==> src/rtl/rd_burst_port.sv <==
// Burst read sequencer for one port of the multi-stream buffer: claims lines from the
// stream pointer manager and issues one L1 BRAM address per beat, starting past lower-port claims.
module rd_burst_port #(
    parameter int nstrms    = 64,
    parameter int sid_width = $clog2(nstrms),
    parameter int nports    = 8,
    parameter int portid    = 0,
    parameter int ptr_width = 4,
    parameter int len_width = 3
) (
    input  logic                           clk,
    input  logic                           reset,
    input  logic                           i_rd_v,
    output logic                           i_rd_r,
    input  logic [sid_width-1:0]           i_rd_sid,
    input  logic [len_width-1:0]           i_rd_len,
    input  logic [nports-1:0]              i_cmp_v,
    input  logic [nports*sid_width-1:0]    i_cmp_sid,
    input  logic [nports*len_width-1:0]    i_cmp_len,
    input  logic [nstrms*ptr_width-1:0]    i_ptrs,
    output logic [nstrms-1:0]              o_req_v,
    input  logic [nstrms-1:0]              o_req_r,
    output logic [len_width-1:0]           o_req_len,
    output logic                           o_addr_v,
    input  logic                           o_addr_r,
    output logic [ptr_width-1:0]           o_addr_ptr,
    output logic [sid_width-1:0]           o_addr_sid,
    output logic                           o_addr_last
);

    localparam int off_width = (portid == 0) ? 1 : $clog2(portid * (2 ** len_width) + 1);

    typedef enum logic [1:0] {IDLE, CALC, BURST} state_t;

    state_t                      state;
    logic [sid_width-1:0]        s1_sid;
    logic [len_width-1:0]        s1_len;
    logic [len_width-1:0]        beat;
    logic [ptr_width-1:0]        cur_ptr;
    logic                        req_pend;
    logic [nports-1:0]           dly_cmp_v;
    logic [nports*sid_width-1:0] dly_cmp_sid;
    logic [nports*len_width-1:0] dly_cmp_len;

    logic [off_width-1:0]           offset;
    logic [ptr_width-1:0]           strm_ptr;
    logic [ptr_width+off_width-1:0] base_sum;
    logic                           addr_hs;
    logic                           claim_hs;
    logic                           beats_done;
    logic                           pend_next;

    // Lines claimed by lower-numbered ports on our stream in our acceptance cycle come first.
    always_comb begin
        offset = '0;
        for (int j = 0; j < nports; j++) begin
            if (j < portid && dly_cmp_v[j] && dly_cmp_sid[j*sid_width +: sid_width] == s1_sid) begin
                offset = offset + off_width'(dly_cmp_len[j*len_width +: len_width]) + off_width'(1);
            end
        end
    end

    always_comb begin
        strm_ptr   = i_ptrs[s1_sid*ptr_width +: ptr_width];
        base_sum   = {{off_width{1'b0}}, strm_ptr} + {{ptr_width{1'b0}}, offset};
        addr_hs    = o_addr_v & o_addr_r;
        claim_hs   = req_pend & o_req_r[s1_sid];
        beats_done = ~o_addr_v | (addr_hs & o_addr_last);
        pend_next  = req_pend & ~claim_hs;
    end

    assign i_rd_r     = (state == IDLE) & ~reset;
    assign o_req_v    = req_pend ? (nstrms'(1) << s1_sid) : '0;
    assign o_req_len  = s1_len;
    assign o_addr_ptr = cur_ptr;
    assign o_addr_sid = s1_sid;

    always_ff @(posedge clk) begin
        if (reset) begin
            state       <= IDLE;
            s1_sid      <= '0;
            s1_len      <= '0;
            beat        <= '0;
            cur_ptr     <= '0;
            req_pend    <= 1'b0;
            o_addr_v    <= 1'b0;
            o_addr_last <= 1'b0;
            dly_cmp_v   <= '0;
            dly_cmp_sid <= '0;
            dly_cmp_len <= '0;
        end else begin
            dly_cmp_v   <= i_cmp_v;
            dly_cmp_sid <= i_cmp_sid;
            dly_cmp_len <= i_cmp_len;
            case (state)
                IDLE: begin
                    if (i_rd_v && i_rd_r) begin
                        s1_sid <= i_rd_sid;
                        s1_len <= i_rd_len;
                        state  <= CALC;
                    end
                end
                CALC: begin
                    cur_ptr     <= base_sum[ptr_width-1:0];
                    beat        <= '0;
                    req_pend    <= 1'b1;
                    o_addr_v    <= 1'b1;
                    o_addr_last <= (s1_len == '0);
                    state       <= BURST;
                end
                BURST: begin
                    req_pend <= pend_next;
                    if (addr_hs) begin
                        cur_ptr <= cur_ptr + 1'b1;
                        beat    <= beat + 1'b1;
                        if (o_addr_last) begin
                            o_addr_v    <= 1'b0;
                            o_addr_last <= 1'b0;
                        end else begin
                            o_addr_last <= (beat + 1'b1 == s1_len);
                        end
                    end
                    // A finished beat stream parks with o_addr_v low until the claim lands.
                    if (beats_done && !pend_next) begin
                        state <= IDLE;
                    end
                end
                default: state <= IDLE;
            endcase
        end
    end

endmodule
==> config.mk <==
export PLATFORM = sky130hd
export DESIGN_NAME = rd_burst_port
export DESIGN_NICKNAME = d
export VERILOG_FILES = /design/src/rtl/rd_burst_port.sv
export SDC_FILE = /design/constraint.sdc
export NUM_CORES = 1
export LEC_CHECK = 0
export ABC_CLOCK_PERIOD_IN_PS = 3100
export CAP_MARGIN = 20
export CORE_AREA = 2 2 191 193
export DETAILED_ROUTE_END_ITERATION = 8
export DIE_AREA = 0 0 193 195
export PLACE_DENSITY = 0.49
export SLEW_MARGIN = 0
export SYNTH_ARGS = -nofsm -noshare
export SYNTH_HDL_FRONTEND = slang
export SYNTH_SLANG_ARGS = --single-unit
==> constraint.sdc <==
create_clock -name clk -period 3.1 [get_ports clk]
set_input_delay 0.62 -clock clk [delete_from_list [all_inputs] [get_ports clk]]
set_output_delay 0.62 -clock clk [all_outputs]
set_load 0.02 [all_outputs]
# Word-level counts from Yosys, hierarchy flattened
# Index checks and enable logic that the tools add are counted.
totals:
  regBits: 21
  in_bits: 413
  out_inout_bits: 80
  wordCells: 56
op_classes:
  addsub: 2
  magnitude_cmp: 1
  n_eq_ne: 7
  n_shift: 2
  n_mux: 17
  n_bitwise: 9
  n_reduce_logical: 10
op_table:
  columns: ["op", "n"]
  rows:
  - ["256-bit by 9-bit variable part select with 4-bit output", 1]
  - ["64-bit 2-to-1 mux", 1]
  - ["1-bit by 6-bit left shift with 64-bit output, first input constant", 1]
  - ["4-bit one-hot mux with 2 select lines", 1]
  - ["6-bit by 7-bit less-than comparator with 1-bit output, second input constant", 1]
  - ["1-bit binary-select mux with 6-bit select", 1]
  - ["2-bit inequality test, second input constant", 3]
  - ["1-bit one-hot mux with 2 select lines", 3]
  - ["2-bit one-hot mux with 3 select lines", 1]
  - ["3-bit one-hot mux with 2 select lines", 1]
  - ["2-bit AND reduction", 3]
  - ["1-bit bitwise AND", 5]
  - ["1-bit 2-to-1 mux", 5]
  - ["4-bit by 1-bit adder with 4-bit output, second input constant", 1]
  - ["2-bit 2-to-1 mux", 2]
  - ["4-bit 2-to-1 mux", 1]
  - ["3-bit by 1-bit adder with 3-bit output, second input constant", 1]
  - ["3-bit == test", 1]
  - ["3-bit zero test", 1]
  - ["3-bit 2-to-1 mux", 1]
  - ["1-bit inverter", 3]
  - ["3-bit AND reduction", 1]
  - ["2-bit by 1-bit == test with 1-bit output, second input constant", 1]
  - ["2-bit == test, second input constant", 1]
  - ["other kinds (6)", 7]

# Logic depth before layout (Yosys ltp)
depth:
  word_depth: 9
  depth_mapped: 10

# Least setup slack after synthesis
# No wires, ideal clock.
synth_path:
  path_kind: "register to register"
  startpoint: "reg s1_sid[1], in the netlist o_addr_sid[1]"
  endpoint: "reg cur_ptr[1], in the netlist o_addr_ptr[1]"
  t_arrival_ns: 2.590
  t_required_ns: 2.968
  slack_ns: 0.378
  path_stages_with_launch: 9
  path_cell_list: "dfxtp_1 buf_2 buf_2 clkbuf_1 mux4_2 mux4_2 mux4_2 nand2_1 a21oi_1"
synth_via:
  elab_chain_cells: 2
synth_rtl:
  columns: ["element", "line", "source"]
  rows:
  - ["start: declaration", "36", "logic [sid_width-1:0] s1_sid;"]
  - ["start signal: assignment", "98", "s1_sid <= i_rd_sid;"]
  - ["256-bit by 9-bit variable part select with 4-bit output", "64", "strm_ptr = i_ptrs[s1_sid*ptr_width +: ptr_width];"]
  - ["4-bit one-hot mux with 2 select lines", "95", "case (state)"]
  - ["end signal: assignment", "104", "cur_ptr <= base_sum[ptr_width-1:0];"]
  - ["end signal: assignment", "114", "cur_ptr <= cur_ptr + 1'b1;"]
  - ["end: declaration", "39", "logic [ptr_width-1:0] cur_ptr;"]
# No other way between the ends.
# A chain may end at the register's enable or synchronous reset.

# Worst setup path in the final report
layout_path:
  startpoint: "in o_req_r[39]"
  endpoint: "reg state[1]"
layout_via:
  elab_chain_cells: 9
layout_rtl:
  columns: ["element", "line", "source"]
  rows:
  - ["start: declaration", "22", "input logic [nstrms-1:0] o_req_r,"]
  - ["1-bit binary-select mux with 6-bit select", "67", "claim_hs = req_pend & o_req_r[s1_sid];"]
  - ["1-bit 2-to-1 mux (implied by the code)", "67", null]
  - ["1-bit bitwise AND", "67", null]
  - ["1-bit inverter", "69", "pend_next = req_pend & ~claim_hs;"]
  - ["1-bit bitwise AND", "69", null]
  - ["1-bit zero test", "124", "if (beats_done && !pend_next) begin"]
  - ["1-bit logical AND", "124", null]
  - ["2-bit inequality test (no source line)", null, null]
  - ["2-bit AND reduction (no source line)", null, null]
  - ["end signal: assignment", "109", "state <= BURST;"]
  - ["end signal: assignment", "125", "state <= IDLE;"]
  - ["end signal: assignment", "128", "default: state <= IDLE;"]
  - ["end: declaration", "35", "state_t state;"]
# No other way between the ends. The select of a mux whose other input is x is not followed.

==> flow_summary.toml <==
[global_routing]
grt_pass1_vias = 5536
grt_max_degree = 49
antenna_found_initial = 4
grt_use_total = 0.1278
grt_pass1_wl_mm = 35.42
overflow = 0

[power_and_ir_drop]
p_leak_nw = 2.822
p_sw_mw = 0.7831
p_sw_frac = 0.3498
intPower_mw = 1.455
vdd_ir_drop_max_mv = 0.1807
comb_power_share = 0.704
p_per_area_nw_per_um2 = 253.3
seqPwrFrac = 0.172
finalPower_mw = 2.238
power.share.clock = 0.124

[cells_and_area]
fin_nets = 1201
fin_util = 0.2497
fillers = 3790
drive_above_1_share = 0.1803
area_delta_synth_final_pct = 125.7
fin_area_um2 = 8838

[setup_path]
endpoint_kind = "register"
startpoint = "o_req_r[39]"
start_kind = "primary input"
crit_required_ns = 3.24
cp_max_fo = 4
crit_type = "primary input to register"
reg2reg_from = "o_addr_sid[0]$_SDFFE_PP0P_"
critPathArrivalTime_ns = 3.13

[die]
dieHeight_um = 195
io_pins = 493
start_util = 0.1106
rows = 69
die_area_um2 = 37640
coreArea_um2 = 35400
dieWidth_um = 193

[synthesis]
synth_nets = 794
yosys.area_share.xor_xnor = 0.002236
synth-edff-count = 0
synthCells = 376
syn_area_per_cell_um2 = 10.42
ys.flop_type = "dfxtp_1"
synth_top_family_by_area = "multiplexers"
synthMuxAreaShare = 0.5799
yosysSeqAreaShare = 0.1073
synth_fa_ha_area_frac = 0.01597
netlist_area_um2 = 3916
synth_cell_types = 39
synth-simple-area-share = 0.1658
synth_compound_area_frac = 0.07093
yosys_warnings = 0
ys_ff_latch = 21
async_reset_ff_frac = 0

[clocking]
htreeDepth = 1
cts_buffers = 3
cts.sinks = 21
cts_buffer_depth = 2
cts-root-buf = "clkbuf_16"
cts_tree = "done"
clock_latency_ns = 0.25
clk_pin_slew_ns = 0.06

[flow_run]
maxCapViolCount = 0

[place]
post_dp_cell_area_um2 = 8683
dp_hpwl_mm = 21.85
io_buffers = 412
gp_congestion = 0.8072
post-place-ws_ns = -0.2274

[min_path]
hold_path_class = "register to register"
hold_start = "beat[1]$_SDFFE_PP0P_"

[sta]
setup_viol = 0
finalWorstSetupSlack_ns = 0.1152
skew_ns = 0.003543
hold_viol = 0
period_needed_ns = 2.985
rsz0062_at_grt = "false"
max_slew.worst_pin.slew_ns = 0.7573
slew_viol_final = 0
final.setup.tns_ns = 0
slew_headroom = 0.4936
period_share = 0.9628
timing.fmax_mhz = 335.0

[route]
vias_per_cell = 3.982
routedWlPerCell_um = 20.14
drc_errors = 0
vias = 4965
ant_nets = 0
drt-initial-drc-count = 226
drt-pass1-iter-count = 4
drt-total-wl_mm = 25.11

[outcome]
status = "finished, final reports clean"
## critical path, cell delays in order
cell,delay (ns)
clkdlybuf4s50_1,0.41
mux4_2,0.49
nor3b_1,0.36
a2111oi_4,0.09
buf_4,0.15
a21oi_1,0.11
buf_4,0.12
o211ai_1,0.17
buf_4,0.21
o221a_2,0.26
mux2i_1,0.12
## routing by layer
metal | track usage | wire [µm]
met1 | 0.1572 | 10060
met2 | 0.2344 | 12880
met3 | 0.02840 | 2036
met4 | 0.01010 | 132
met5 | 0 | 0
## cell families after synthesis
logic type,Yosys count
AO/OA/AOI/OAI,42
buffers and inverters,47
adder cells (fa/ha/maj),5
XOR/XNOR,1
AND/OR/NAND/NOR,157
flip-flops,21
multiplexers,103
## sequential cells by signal, indices dropped and copies added (netlist names)
register	flops
state	2
beat	3
o_addr_sid	6
o_addr_last	1
o_addr_ptr	4
o_addr_v	1
o_req_len	3
req_pend	1
## power by group through the flow
stage                     logic, mW  registers [mW]  clock network [mW]
after detailed placement       1.58           0.399                   0
after floorplan               0.769           0.375                   0
after CTS                      1.61           0.389               0.286
after global routing           1.70           0.397               0.299
final                          1.58           0.385               0.277
after global placement         1.58           0.399                   0
## synth_stat cells (all sizes together), types with 2 or more instances
| cell | number | share of area |
|---|---|---|
| a22oi | 5 | 0.0096 |
| mux4 | 99 | 0.57 |
| clkbuf | 22 | 0.021 |
| a21oi | 9 | 0.012 |
| nand4 | 2 | 0.0032 |
| nand2 | 45 | 0.043 |
| nand3b | 3 | 0.0058 |
| nand3 | 10 | 0.013 |
| a211oi | 2 | 0.0038 |
| nor3 | 2 | 0.0026 |
| mux2i | 3 | 0.0077 |
| a221oi | 3 | 0.0067 |
| dfxtp | 21 | 0.11 |
| inv | 7 | 0.0067 |
| nor2 | 84 | 0.081 |
| o21ai | 12 | 0.015 |
| and3 | 2 | 0.0032 |
| nor2b | 6 | 0.0096 |
| buf | 18 | 0.030 |
| ha | 5 | 0.016 |
## cell type report
class	instances	area (µm²)	area share
Timing Repair Buffer	442	4424	0.5006
Multi-Input combinational cell	308	3293	0.3726
Tap cell	461	576.8	0.06526
Sequential cell	21	429.2	0.04856
Clock buffer	4	78.83	0.008918
Inverter	7	26.28	0.002973
Antenna cell	4	10.01	0.001133
## through the flow
stage | instances | hold slack, ns
detailed placement | 1235 | 0.4649
finish | 1247 | 0.4726
global route | 1243 | 0.4889
floorplan | 376 | 0.4515
CTS | 1243 | 0.4734
global placement | 1235 | 0.4665
## cells in the final DEF (no fill, tap or decap), types with 2 or more instances in the layout
cell,synthesis,layout
nand3b_1,3,3
clkbuf_16,0,3
ha_1,5,5
o21ai_0,12,12
nor2b_1,6,4
dfxtp_4,0,2
a21oi_1,9,9
diode_2,0,4
nand4_1,2,2
nand2_1,45,45
a22oi_1,5,5
nor2b_2,0,2
nor3_1,2,2
nand3_1,10,10
buf_4,2,24
inv_1,7,7
dfxtp_1,21,18
and3_1,2,2
mux2i_1,3,3
a221oi_1,3,3
clkdlybuf4s50_1,0,412
mux4_2,99,99
a211oi_1,2,2
buf_12,0,6
nor2_1,84,84
## final timing paths
path | endpoint | slack (ns) | depth (start not counted)
min | beat[1]$_SDFFE_PP0P_ | 0.47 | 2
min reg2reg | beat[1]$_SDFFE_PP0P_ | 0.47 | 2
max reg2reg | o_addr_ptr[2]$_SDFFE_PP0P_ | 0.19 | 7
max | state[1]$_SDFFE_PP0P_ | 0.12 | 11
## what timing repair did
action                                  CTS  global route
resized for setup                         0             6
gates cloned                              0             0
pin swaps                                 0             1
endpoints found under the setup margin    1             4
hold buffers                              0             0
setup buffers                             4             0
Power figures use the tool's default switching activity.
